`config.mk`:
```
export PLATFORM = sky130hd
export DESIGN_NAME = d_bch_encoder_param_top
export DESIGN_NICKNAME = d
export VERILOG_FILES = /design/src/rtl/d_bch_encoder_param_top.sv
export SDC_FILE = /design/constraint.sdc
export NUM_CORES = 1
export LEC_CHECK = 0
export BUFFER_PORTS_ARGS = -buffer_cell sky130_fd_sc_hd__buf_2
export CAP_MARGIN = 20
export CORE_UTILIZATION = 30
export DETAILED_ROUTE_END_ITERATION = 10
export PLACE_DENSITY = 0.56
export SLEW_MARGIN = 20
export SYNTH_ARGS = -nofsm -noshare
export SYNTH_HDL_FRONTEND = slang
export SYNTH_SLANG_ARGS = --single-unit
```
`constraint.sdc`:
```
create_clock -name i_clk -period 2.85 [get_ports i_clk]
set_input_delay 0.57 -clock i_clk [delete_from_list [all_inputs] [get_ports i_clk]]
set_output_delay 0.57 -clock i_clk [all_outputs]
set_load 0.05 [all_outputs]
```
`src/rtl/d_bch_encoder_param_top.sv`:
```
// Parallel-LFSR systematic BCH encoder with ready/valid message and parity buses.
// Define D_BCH_ENC_CODEWORD_OUT_EN to pass message blocks through on the parity bus.
module d_bch_encoder_param_top #(
    parameter int unsigned            P_LVL        = 8,
    parameter int unsigned            PRT_LENGTH   = 112,
    parameter int unsigned            MAX_M_BLOCKS = 1024,
    parameter logic [PRT_LENGTH-1:0]  GEN_POLY     = 112'h8ED745A31C9B60F2D5E13B7A4C29,
    parameter int unsigned            CNT_W        = 11
) (
    input  logic             i_clk,
    input  logic             i_RESET,
    input  logic             i_exe_encoding,
    input  logic [CNT_W-1:0] i_num_m_blocks,
    input  logic             i_message_valid,
    input  logic [P_LVL-1:0] i_message,
    output logic             o_message_ready,
    output logic             o_encoding_start,
    output logic             o_last_m_block_rcvd,
    output logic             o_encoding_cmplt,
    input  logic             i_parity_ready,
    output logic             o_parity_valid,
    output logic [P_LVL-1:0] o_parity_out,
    output logic             o_parity_out_start,
    output logic             o_parity_out_cmplt,
    output logic             o_busy
);

    localparam int unsigned      N_PAR_BLK = PRT_LENGTH / P_LVL;
    localparam logic [CNT_W-1:0] MAX_N     = CNT_W'(MAX_M_BLOCKS);
    localparam logic [CNT_W-1:0] LAST_PAR  = CNT_W'(N_PAR_BLK - 1);

    typedef enum logic [2:0] {
        S_IDLE    = 3'b001,
        S_ENCODE  = 3'b010,
        S_PAR_OUT = 3'b100
    } state_e;

    state_e                  state_q;
    logic [CNT_W-1:0]        cnt_q;
    logic [CNT_W-1:0]        nblk_q;
    logic [PRT_LENGTH-1:0]   par_q;
    logic [PRT_LENGTH-1:0]   par_d;
    logic                    enc_start_q;
    logic                    enc_cmplt_q;

    logic                    st_enc;
    logic                    st_par;
    logic                    msg_rdy;
    logic                    msg_hs;
    logic                    last_msg;
    logic                    par_hs;
    logic                    last_par;
    logic [CNT_W-1:0]        n_sel;

    assign st_enc = state_q[1];
    assign st_par = state_q[2];

`ifdef D_BCH_ENC_CODEWORD_OUT_EN
    assign msg_rdy = st_enc & i_parity_ready;
`else
    assign msg_rdy = st_enc;
`endif

    assign msg_hs   = st_enc & i_message_valid & msg_rdy;
    assign last_msg = msg_hs & (cnt_q == nblk_q - 1'b1);
    assign par_hs   = st_par & i_parity_ready;
    assign last_par = par_hs & (cnt_q == LAST_PAR);

    // Zero and oversized lengths both mean a maximum-length frame.
    assign n_sel = ((i_num_m_blocks == '0) || (i_num_m_blocks > MAX_N))
                   ? MAX_N : i_num_m_blocks;

    always_comb begin : lfsr_step
        logic fb;
        fb    = 1'b0;
        par_d = par_q;
        for (int b = 0; b < P_LVL; b++) begin
            fb    = i_message[P_LVL-1-b] ^ par_d[PRT_LENGTH-1];
            par_d = {par_d[PRT_LENGTH-2:0], 1'b0} ^ (fb ? GEN_POLY : '0);
        end
    end

    always_ff @(posedge i_clk) begin
        if (i_RESET) begin
            state_q     <= S_IDLE;
            cnt_q       <= '0;
            nblk_q      <= '0;
            par_q       <= '0;
            enc_start_q <= 1'b0;
            enc_cmplt_q <= 1'b0;
        end else begin
            enc_start_q <= 1'b0;
            enc_cmplt_q <= 1'b0;
            unique case (1'b1)
                state_q[0]: begin
                    if (i_exe_encoding) begin
                        state_q     <= S_ENCODE;
                        nblk_q      <= n_sel;
                        cnt_q       <= '0;
                        par_q       <= '0;
                        enc_start_q <= 1'b1;
                    end
                end
                state_q[1]: begin
                    if (msg_hs) begin
                        par_q <= par_d;
                        if (last_msg) begin
                            state_q     <= S_PAR_OUT;
                            cnt_q       <= '0;
                            enc_cmplt_q <= 1'b1;
                        end else begin
                            cnt_q <= cnt_q + 1'b1;
                        end
                    end
                end
                state_q[2]: begin
                    if (par_hs) begin
                        par_q <= par_q << P_LVL;
                        if (last_par) begin
                            state_q <= S_IDLE;
                            cnt_q   <= '0;
                        end else begin
                            cnt_q <= cnt_q + 1'b1;
                        end
                    end
                end
                default: begin
                    state_q <= S_IDLE;
                    cnt_q   <= '0;
                end
            endcase
        end
    end

    assign o_message_ready     = msg_rdy;
    assign o_encoding_start    = enc_start_q;
    assign o_encoding_cmplt    = enc_cmplt_q;
    assign o_last_m_block_rcvd = last_msg;
    assign o_parity_out_start  = st_par & (cnt_q == '0);
    assign o_parity_out_cmplt  = last_par;
    assign o_busy              = (state_q != S_IDLE);

`ifdef D_BCH_ENC_CODEWORD_OUT_EN
    assign o_parity_valid = st_par | (st_enc & i_message_valid);
    assign o_parity_out   = st_par ? par_q[PRT_LENGTH-1 -: P_LVL]
                          : (st_enc ? i_message : '0);
`else
    assign o_parity_valid = st_par;
    assign o_parity_out   = st_par ? par_q[PRT_LENGTH-1 -: P_LVL] : '0;
`endif

endmodule

```
==> results of run 1 <==
-- through the flow --
step	area, sq um	hold slack, ns	total power [W]	std cells
finish	10700	0.388	0.0109	1539
global route	10700	0.402	0.0115	1539
CTS	10700	0.378	0.0109	1538
detailed placement	10000	0.469	0.00848	1507
global placement	10000	0.461	0.00844	1507
floorplan	8960	0.445	0.00670	1094
-- registers in the layout (all words and copies together) (netlist names) --
name / cells
par_q: 112
cnt_q: 11
nblk_q: 11
state_q: 3
o_encoding_cmplt: 1
o_encoding_start: 1
-- synthesized netlist by cell type, drive strengths merged (13+ instances only) --
| library cell | n | area share |
|---|---|---|
| a21oi | 42 | 0.023 |
| a221oi | 19 | 0.019 |
| a31oi | 43 | 0.030 |
| and3 | 15 | 0.010 |
| buf | 18 | 0.011 |
| clkbuf | 74 | 0.031 |
| dfxtp | 139 | 0.31 |
| inv | 13 | 0.0055 |
| nand2 | 111 | 0.047 |
| nand3 | 52 | 0.029 |
| nor2 | 123 | 0.052 |
| nor3 | 49 | 0.027 |
| o21ai | 24 | 0.014 |
| xnor2 | 164 | 0.18 |
| xor2 | 33 | 0.035 |
-- kinds of logic after synthesis --
family,count (synthesis),synth area share
compound gates,211,0.161
xor+xnor,206,0.243
fa+ha+maj,4,0.00560
buf+inv,105,0.0478
flops,139,0.311
mux,13,0.0148
simple gates,416,0.216
-- worst min path at each step --
stage                            from        end  cells after the start
global placement            par_q[83]  par_q[83]                      2
finish              i_num_m_blocks[5]  nblk_q[5]                      3
floorplan                   par_q[83]  par_q[83]                      2
global route        i_num_m_blocks[7]  nblk_q[7]                      3
CTS                 i_num_m_blocks[5]  nblk_q[5]                      3
detailed placement          par_q[83]  par_q[83]                      2
-- metal layers --
layer  GRT usage  vias up  wire [um]
met5           0        -         13
met1       0.256     3946      13000
met4      0.0696        2        758
met2       0.305      231      13400
met3      0.0357       40       1500
li1            -     3914          -
-- power by group through the flow --
stage / Sequential (W) / Combinational [W] / Clock, W
CTS: 0.00252 / 0.00597 / 0.00243
global route: 0.00255 / 0.00643 / 0.00252
floorplan: 0.00245 / 0.00425 / 0
finish: 0.00252 / 0.00601 / 0.00240
global placement: 0.00255 / 0.00589 / 0
detailed placement: 0.00255 / 0.00592 / 0
-- repair_timing --
action                     CTS  global route
gates resized for setup     12            10
hold endpoints to repair     0             0
pin swaps                    1             4
buffers inserted             0             1
setup endpoints to repair    3             5
-- critical path: stages (launching register included) --
cell,delay (ns)
dfxtp_1,0.31
or4_1,0.52
or4_4,0.44
inv_2,0.07
nand2_2,0.07
nor4b_4,0.24
buf_6,0.19
-- cell type report --
cell class              instances  area (sq um)  area share
clock buffers                  20           478      0.0446
clock inverters                11           141      0.0132
inverters                      13          48.8     0.00455
multi-input cells             850          5850       0.546
flip-flops and latches        139          2790       0.261
well taps                     384           480      0.0448
repair buffers                122           923      0.0862
==> run_results.csv, run 1 <==
group,metric,value,unit
setup_path,cp_max_fo,2,
place,numPortBuffers,39,
yosys,synth-async-reset-ratio,0,
grt,overflow,0,
grt,grt_util_all_layers,0.191,
route,vias,8133,
clock_network,cts_root_buffer,"clkbuf_16",
route,drcViolationCount,0,
cells_and_area,fill_cells,3007,
yosys,avgSynthCellArea,8.18,sq um
yosys,synth_seq_cells,139,
timing,slew_headroom,0.436,
cells_and_area,fin_nets,1171,
cells_and_area,diodes,0,
timing,rsz0062_at_grt,"yes",
clock_network,cts.path.max_buffers,2,
min_path,hold_path_class,"in -> reg",
cells_and_area,final_util,0.369,
timing,timing.final.ws_setup,0.0116,ns
floorplanning,dieArea,0.0305,sq mm
setup_path,crit_path_end_kind,"primary output",
place,hpwl,19600,um
timing,tightest_slew,0.840,ns
timing,min_period,2.84,ns
timing,setup-tns-final,0,ns
yosys,yosys_most_used_dff,"dfxtp_1",
route,dr.pass1.iters,5,
setup_path,endpoint,"o_parity_out_start",
yosys,ys_seq_area_frac,0.311,
route,wirelength,28700,um
setup_path,regToRegStartpoint,"par_q[109]",
place,dpl_worst_slack,-0.00561,ns
power_and_ir_drop,p_int,0.00662,W
route,post_drt_wl_per_cell,18.6,um
power_and_ir_drop,p_clk_frac,0.220,
clock_network,clkSinkCount,139,
grt,grt_pass1_vias,7575,
clock_network,cts_tree,"done",
yosys,syn_area,0.00894,sq mm
clock_network,clk-insertion-delay-late,0.44,ns
cells_and_area,final_common_cell,"xnor2_1",
cells_and_area,layout-drive-gt1-share,0.175,
power_and_ir_drop,leakagePower,3.92,nW
floorplanning,fp.dieH,175,um
power_and_ir_drop,power_frac_seq,0.231,
yosys,synthCells,1094,
clock_network,htree_levels,4,
floorplanning,rows,62,
flow_run,max_cap_violations,0,
grt,antenna_found_initial,1,
clock_network,path_clk_slew,0.06,ns
setup_path,timing.rr.end,"par_q[100]",
setup_path,crit_type,"reg -> out",
setup_path,cp-startpoint,"cnt_q[5]",
timing,period_share,0.996,
setup_path,r2r_cells,9,
power_and_ir_drop,powerDensity,1020,mW/mm^2
setup_path,cp-start-kind,"flip-flop",
yosys,synth-warning-count,0,
cells_and_area,final_cell_mix,"xnor2_1 (145), dfxtp_1 (135), nor2_1 (121)",
timing,setup_viol,0,
timing,max_freq,352,MHz
floorplanning,core-area,0.0290,sq mm
yosys,synth_cell_types,61,
timing,fin_skew,0.0111,ns
setup_path,ff2ff_setup_slack,0.18,ns
power_and_ir_drop,irDropWorstVdd,586,uV
setup_path,arrival,2.27,ns
grt,grt_start_max_net_pins,92,
yosys,synth-edff-count,0,
yosys,synth_nets,1122,
setup_path,critPathRequiredTime,2.28,ns
cells_and_area,area_growth,19.8,%
floorplanning,io_pins,40,
power_and_ir_drop,p_switching,0.00432,W
outcome,status,"finished clean",
place,place_congestion,0.895,
floorplanning,initial_core_util,0.308,
clock_network,cts_hold_buf,0,
timing,timing_hold_violations_final,0,
grt,grt_pass1_wl,44900,um
floorplanning,die_w,175,um
power_and_ir_drop,swShare,0.395,
clock_network,cts_buffers,17,
timing,drv_slew,0,
route,vias_per_cell,5.28,
route,drtAntennaViolNets,0,
power_and_ir_drop,pwr-share-comb,0.550,
route,drt_iter0_markers,703,
Power figures use the tool's default switching activity.
==> run 2: changes to the inputs <==
--- a/config.mk
+++ b/config.mk
@@ -9,7 +9,6 @@
 export CAP_MARGIN = 20
 export CORE_UTILIZATION = 30
 export DETAILED_ROUTE_END_ITERATION = 10
-export PLACE_DENSITY = 0.56
 export SLEW_MARGIN = 20
 export SYNTH_ARGS = -nofsm -noshare
 export SYNTH_HDL_FRONTEND = slang
==> run 2 against run 1 <==
Net effect:
- non-clock buffer count up 9
- clock power up 5%
- clock skew about the same
- fmax down 0.62%
- utilization is 0.36 points higher
- first-iteration DRC count shrank 11%
- die area stayed put
- sequential power is essentially flat
- wire length decreased by 0.65%
- global-route usage decreased by 0.16 points
- the flow now finishes with violations (setup timing)
- worst setup slack lost 0.018 ns
==> run_results.csv, run 2 (same netlist as run 1, synthesis figures left out) <==
group,metric,value,unit
floorplanning,initial_core_util,0.308,
cells_and_area,fill_cells,2994,
route,wirelength,28500,um
cells_and_area,final_cell_mix,"xnor2_1 (146), dfxtp_1 (133), nor2_1 (119)",
floorplanning,rows,62,
setup_path,critPathRequiredTime,2.28,ns
timing,setup_viol,1,
clock_network,clkSinkCount,139,
setup_path,crit_path_end_kind,"primary output",
min_path,hold_path_class,"in -> reg",
clock_network,clk-insertion-delay-late,0.44,ns
setup_path,cp.depth,6,
floorplanning,fp.dieH,175,um
clock_network,cts_buffers,17,
route,vias_per_cell,5.36,
setup_path,crit_path_cell_trace,"or4_4, or4_4, inv_2, nand2_4, nor4b_4, buf_6",
setup_path,crit_buf_inv,2,
cells_and_area,reg_top3,"par_q (112), cnt_q (11), nblk_q (11)",
route,dr.pass1.iters,5,
power_and_ir_drop,powerDensity,1030,mW/mm^2
setup_path,r2r_cells,8,
grt,grt_pass1_wl,45300,um
timing,slew_headroom,0.439,
clock_network,cts_tree,"done",
setup_path,endpoint,"o_parity_out_start",
floorplanning,io_pins,40,
place,numPortBuffers,39,
setup_path,regToRegStartpoint,"par_q[109]",
cells_and_area,diodes,0,
outcome,violations,"setup timing",
floorplanning,dieArea,0.0305,sq mm
setup_path,crit_family,"simple AND/OR/NAND/NOR gates",
power_and_ir_drop,total_power,0.0112,W
setup_path,crit_path_max_incr_delay,0.52,ns
cells_and_area,final_cells,1549,
cells_and_area,final_common_cell,"xnor2_1",
clock_network,cts_root_buffer,"clkbuf_16",
grt,grt_start_max_net_pins,95,
setup_path,cp_max_fo,2,
clock_network,path_clk_slew,0.06,ns
setup_path,crit_slowest_cell,"or4_4",
floorplanning,die_w,175,um
cells_and_area,area_growth,20.9,%
setup_path,worst_path_most_repeated_cell,"or4_4",
clock_network,cts.path.max_buffers,2,
place,place_area,0.0101,sq mm
cells_and_area,stdcell_area,0.0108,sq mm
setup_path,cp-startpoint,"cnt_q[5]",
route,drcViolationCount,0,
setup_path,crit_type,"reg -> out",
cells_and_area,largest_reg_flops,112,
grt,grt_pass1_vias,7851,
place,placedCellCount,1517,
timing,min_period,2.86,ns
timing,max_freq,350,MHz
grt,grt_util_all_layers,0.189,
grt,antenna_found_initial,0,
outcome,status,"finished with violations",
cells_and_area,final_util,0.373,
timing,period_share,1.00,
cells_and_area,regMostFlops,"par_q",
cells_and_area,layout-drive-gt1-share,0.185,
cells_and_area,multi_input_area,0.00586,sq mm
grt,overflow,0,
setup_path,cp-start-kind,"flip-flop",
timing,timing_hold_violations_final,0,
power_and_ir_drop,leakagePower,3.97,nW
route,drtAntennaViolNets,0,
timing,tightest_slew,0.841,ns
place,place_congestion,0.883,
cells_and_area,seq_area,0.00280,sq mm
place,hpwl,19100,um
timing,drv_slew,0,
timing,rsz0062_at_grt,"yes",
setup_path,arrival,2.29,ns
route,vias,8298,
flow_run,max_cap_violations,0,
cells_and_area,fin_nets,1180,
power_and_ir_drop,irDropWorstVdd,575,uV
route,post_drt_wl_per_cell,18.4,um
floorplanning,core-area,0.0290,sq mm
setup_path,timing.rr.end,"par_q[61]",
timing,fin_skew,0.0106,ns
place,dpl_worst_slack,-0.0478,ns
clock_network,htree_levels,4,
route,drt_iter0_markers,625,
setup_path,ff2ff_setup_slack,0.23,ns
timing,timing.final.ws_setup,-0.00621,ns
-- run 2: cell types whose count changed in the layout (fill, tap and decap cells not counted), sizes merged --
cell | before | now
inv | 13 | 16
buf | 122 | 131
clkbuf | 20 | 18
bufinv | 3 | 5
clkinv | 5 | 3
-- run 2: per-stage QoR --
stage | hold WS, ns | setup TNS (ns)
2_1_floorplan | 0.445 | 0
3_3_place_gp | 0.459 | -0.00192
3_5_place_dp | 0.460 | -0.107
4_1_cts | 0.381 | -0.00275
5_1_grt | 0.423 | -0.148
6_report | 0.388 | -0.00621
-- run 2: per-layer routing --
layer	wire length, um	track usage	vias up
met5	0	0	-
met3	1710	0.0333	42
met2	13300	0.304	283
li1	-	-	3946
met4	684	0.0630	0
met1	12800	0.255	4027
-- run 2: worst min-delay path by stage --
stage | start | end | slack [ns] | cells past startpoint
floorplan | par_q[83] | par_q[83] | 0.45 | 2
global placement | par_q[83] | par_q[83] | 0.46 | 2
detailed placement | par_q[83] | par_q[83] | 0.46 | 2
CTS | i_num_m_blocks[5] | nblk_q[5] | 0.38 | 3
global route | i_num_m_blocks[5] | nblk_q[5] | 0.42 | 3
finish | i_num_m_blocks[5] | nblk_q[5] | 0.39 | 3
-- run 2: repair_timing --
action / CTS / global route
endpoints found under the setup margin: 3 / 3
resized for setup: 17 / 11
setup buffers: 0 / 0
hold buffers: 0 / 0
pin swaps: 3 / 2
-- run 2: worst min-delay path, delay by kind of cell --
family                 cells  cell delay [ns]
AND/OR/NAND/NOR            1             0.07
buffers and inverters      1             0.09
AO/OA/AOI/OAI              1             0.06
-- run 2: power breakdown --
part / leakage (nW) / internal, W / switching, W
Sequential: 1.14 / 0.00222 / 0.000299
Clock: 0.307 / 0.00156 / 0.000960
Combinational: 2.52 / 0.00303 / 0.00309
-- run 2: area by class of cell --
cell class	instances	share of cell area
clock inverter	14	0.0201
inverter	13	0.00451
tap	384	0.0444
timing repair buffer	131	0.0908
multi-input combinational	850	0.542
sequential	139	0.258
clock buffer	18	0.0397
==> run 3: changes to the inputs <==
--- a/config.mk
+++ b/config.mk
@@ -7,7 +7,7 @@
 export LEC_CHECK = 0
 export BUFFER_PORTS_ARGS = -buffer_cell sky130_fd_sc_hd__buf_2
 export CAP_MARGIN = 20
-export CORE_UTILIZATION = 30
+export CORE_UTILIZATION = 38
 export DETAILED_ROUTE_END_ITERATION = 10
 export SLEW_MARGIN = 20
 export SYNTH_ARGS = -nofsm -noshare
==> run 3 against run 2 <==
Net effect:
- the run now ends clean
- final area decreased by 2.3%
- critical path depth unchanged
- flip-flop and latch count unchanged
- global-route usage increased by 4.4 points
- worst hold slack improved by 0.023 ns
- wire length decreased by 4.2%
- utilization increased by 9.0 points
- critical path type unchanged
- critical endpoint unchanged
- highest routed layer unchanged
==> run_results.csv, run 3 (same netlist as run 1, synthesis figures left out) <==
group,metric,value,unit
route,vias,8241,
cells_and_area,final_cell_mix,"xnor2_1 (145), dfxtp_1 (134), nor2_1 (121)",
place,hpwl,18600,um
timing,whs,0.411,ns
setup_path,regToRegStartpoint,"par_q[109]",
setup_path,timing.rr.end,"par_q[111]",
route,drtAntennaViolNets,0,
grt,grt_start_max_net_pins,119,
cells_and_area,fill_cells,2298,
clock_network,cts_buffers,17,
clock_network,cts_root_buffer,"clkbuf_16",
setup_path,cp_max_fo,2,
setup_path,crit_path_end_kind,"primary output",
cells_and_area,regMostFlops,"par_q",
cells_and_area,fin_nets,1178,
clock_network,clkSinkCount,139,
timing,drv_slew,0,
grt,overflow,0,
setup_path,cp-startpoint,"cnt_q[5]",
cells_and_area,largest_reg_flops,112,
grt,grt_pass1_wl,43600,um
clock_network,clk-insertion-delay-late,0.43,ns
route,dr.pass1.iters,5,
route,drt_iter0_markers,696,
setup_path,crit_path_max_incr_delay,0.52,ns
grt,met2_usage,0.389,
floorplanning,fp.dieH,155,um
timing,max_freq,351,MHz
setup_path,crit_slowest_cell,"or4_4",
min_path,hold_path_class,"in -> reg",
cells_and_area,area_growth,18.1,%
timing,timing_hold_violations_final,0,
floorplanning,initial_core_util,0.392,
clock_network,cts_tree,"done",
setup_path,crit_path_cell_trace,"or4_4, or4_4, inv_2, nand2_2, nor4b_4, buf_6",
floorplanning,core-area,0.0228,sq mm
place,numPortBuffers,39,
grt,grt_pass1_vias,7710,
timing,setup_viol,0,
grt,met1_usage,0.308,
grt,grt_util_all_layers,0.233,
timing,rsz0062_at_grt,"yes",
setup_path,ff2ff_setup_slack,0.25,ns
grt,use_met3,0.0357,
clock_network,htree_levels,4,
cells_and_area,layout-drive-gt1-share,0.179,
setup_path,crit_type,"reg -> out",
timing,min_period,2.85,ns
grt,antenna_found_initial,0,
min_path,worst_hold_path.num_cells,3,
timing,fin_skew,0.0130,ns
timing,tightest_slew,0.779,ns
setup_path,endpoint,"o_parity_out_start",
route,wirelength,27300,um
floorplanning,io_pins,40,
cells_and_area,final_util,0.462,
clock_network,cts_hold_buf,0,
setup_path,r2r_cells,9,
clock_network,path_clk_slew,0.06,ns
timing,period_share,1.00,
setup_path,critPathRequiredTime,2.28,ns
cells_and_area,diodes,0,
route,vias_per_cell,5.58,
floorplanning,die_w,155,um
setup_path,arrival,2.28,ns
timing,slew_headroom,0.481,
flow_run,max_cap_violations,0,
clock_network,cts.path.max_buffers,2,
outcome,status,"finished clean",
route,post_drt_wl_per_cell,18.5,um
route,drcViolationCount,0,
place,place_congestion,0.874,
power_and_ir_drop,powerDensity,993,mW/mm^2
cells_and_area,final_common_cell,"xnor2_1",
power_and_ir_drop,irDropWorstVdd,376,uV
grt,busiest_layer,"met2",
power_and_ir_drop,leakagePower,3.90,nW
floorplanning,dieArea,0.0242,sq mm
cells_and_area,reg_top3,"par_q (112), cnt_q (11), nblk_q (11)",
floorplanning,rows,55,
setup_path,worst_path_most_repeated_cell,"or4_4",
setup_path,cp-start-kind,"flip-flop",
## run 3: metal layers
metal,up-vias,part of all wire,wire length (um)
li1,3926,-,-
met3,41,0.066,1790
met4,0,0.021,572
met1,3996,0.43,11800
met2,278,0.48,13100
met5,-,0,0
## run 3: layout make-up
| cell class | count | area, sq um | area share |
|---|---|---|---|
| Multi-Input combinational cell | 850 | 5840 | 0.553 |
| Clock buffer | 20 | 457 | 0.0432 |
| Tap cell | 313 | 392 | 0.0371 |
| Inverter | 13 | 48.8 | 0.00462 |
| Timing Repair Buffer | 129 | 942 | 0.0892 |
| Clock inverter | 12 | 88.8 | 0.00841 |
| Sequential cell | 139 | 2790 | 0.264 |
## run 3: worst max-delay path: cells and delay by family, from the launching register on
| family | cells | cell delay (ns) |
|---|---|---|
| and+or+nand+nor | 4 | 1.28 |
| DFF | 1 | 0.32 |
| buffers and inverters | 2 | 0.26 |
## run 3: repair_timing
| action | 4_1_cts | 5_1_grt |
|---|---|---|
| setup endpoints to repair | 3 | 3 |
| gates resized for setup | 10 | 10 |
| gates cloned | 0 | 0 |
| hold endpoints to repair | 0 | 0 |
| pin swaps | 1 | 3 |
| setup buffers | 0 | 1 |
## run 3: how the worst min path moves through the flow
| stage | to | from |
|---|---|---|
| 2_1_floorplan | par_q[83] | par_q[83] |
| 3_3_place_gp | par_q[83] | par_q[83] |
| 3_5_place_dp | par_q[83] | par_q[83] |
| 4_1_cts | nblk_q[7] | i_num_m_blocks[7] |
| 5_1_grt | nblk_q[6] | i_num_m_blocks[6] |
| 6_report | nblk_q[6] | i_num_m_blocks[6] |
## run 3: where the power goes
| part | switching, W | internal, W |
|---|---|---|
| Sequential | 0.000292 | 0.00222 |
| Clock | 0.000930 | 0.00116 |
| Combinational | 0.00299 | 0.00289 |
## run 3: metrics by stage
step	TNS, ns	area (sq um)	std cells	power, W	setup slack (ns)
global route	-0.189	10600	1476	0.0111	-0.0912
CTS	-0.00888	10500	1475	0.0105	-0.00888
global placement	-0.184	9940	1443	0.00830	-0.0705
finish	0	10600	1476	0.0105	0.00125
detailed placement	-0.0212	9950	1443	0.00836	-0.0126
floorplan	0	8960	1094	0.00670	0.0758
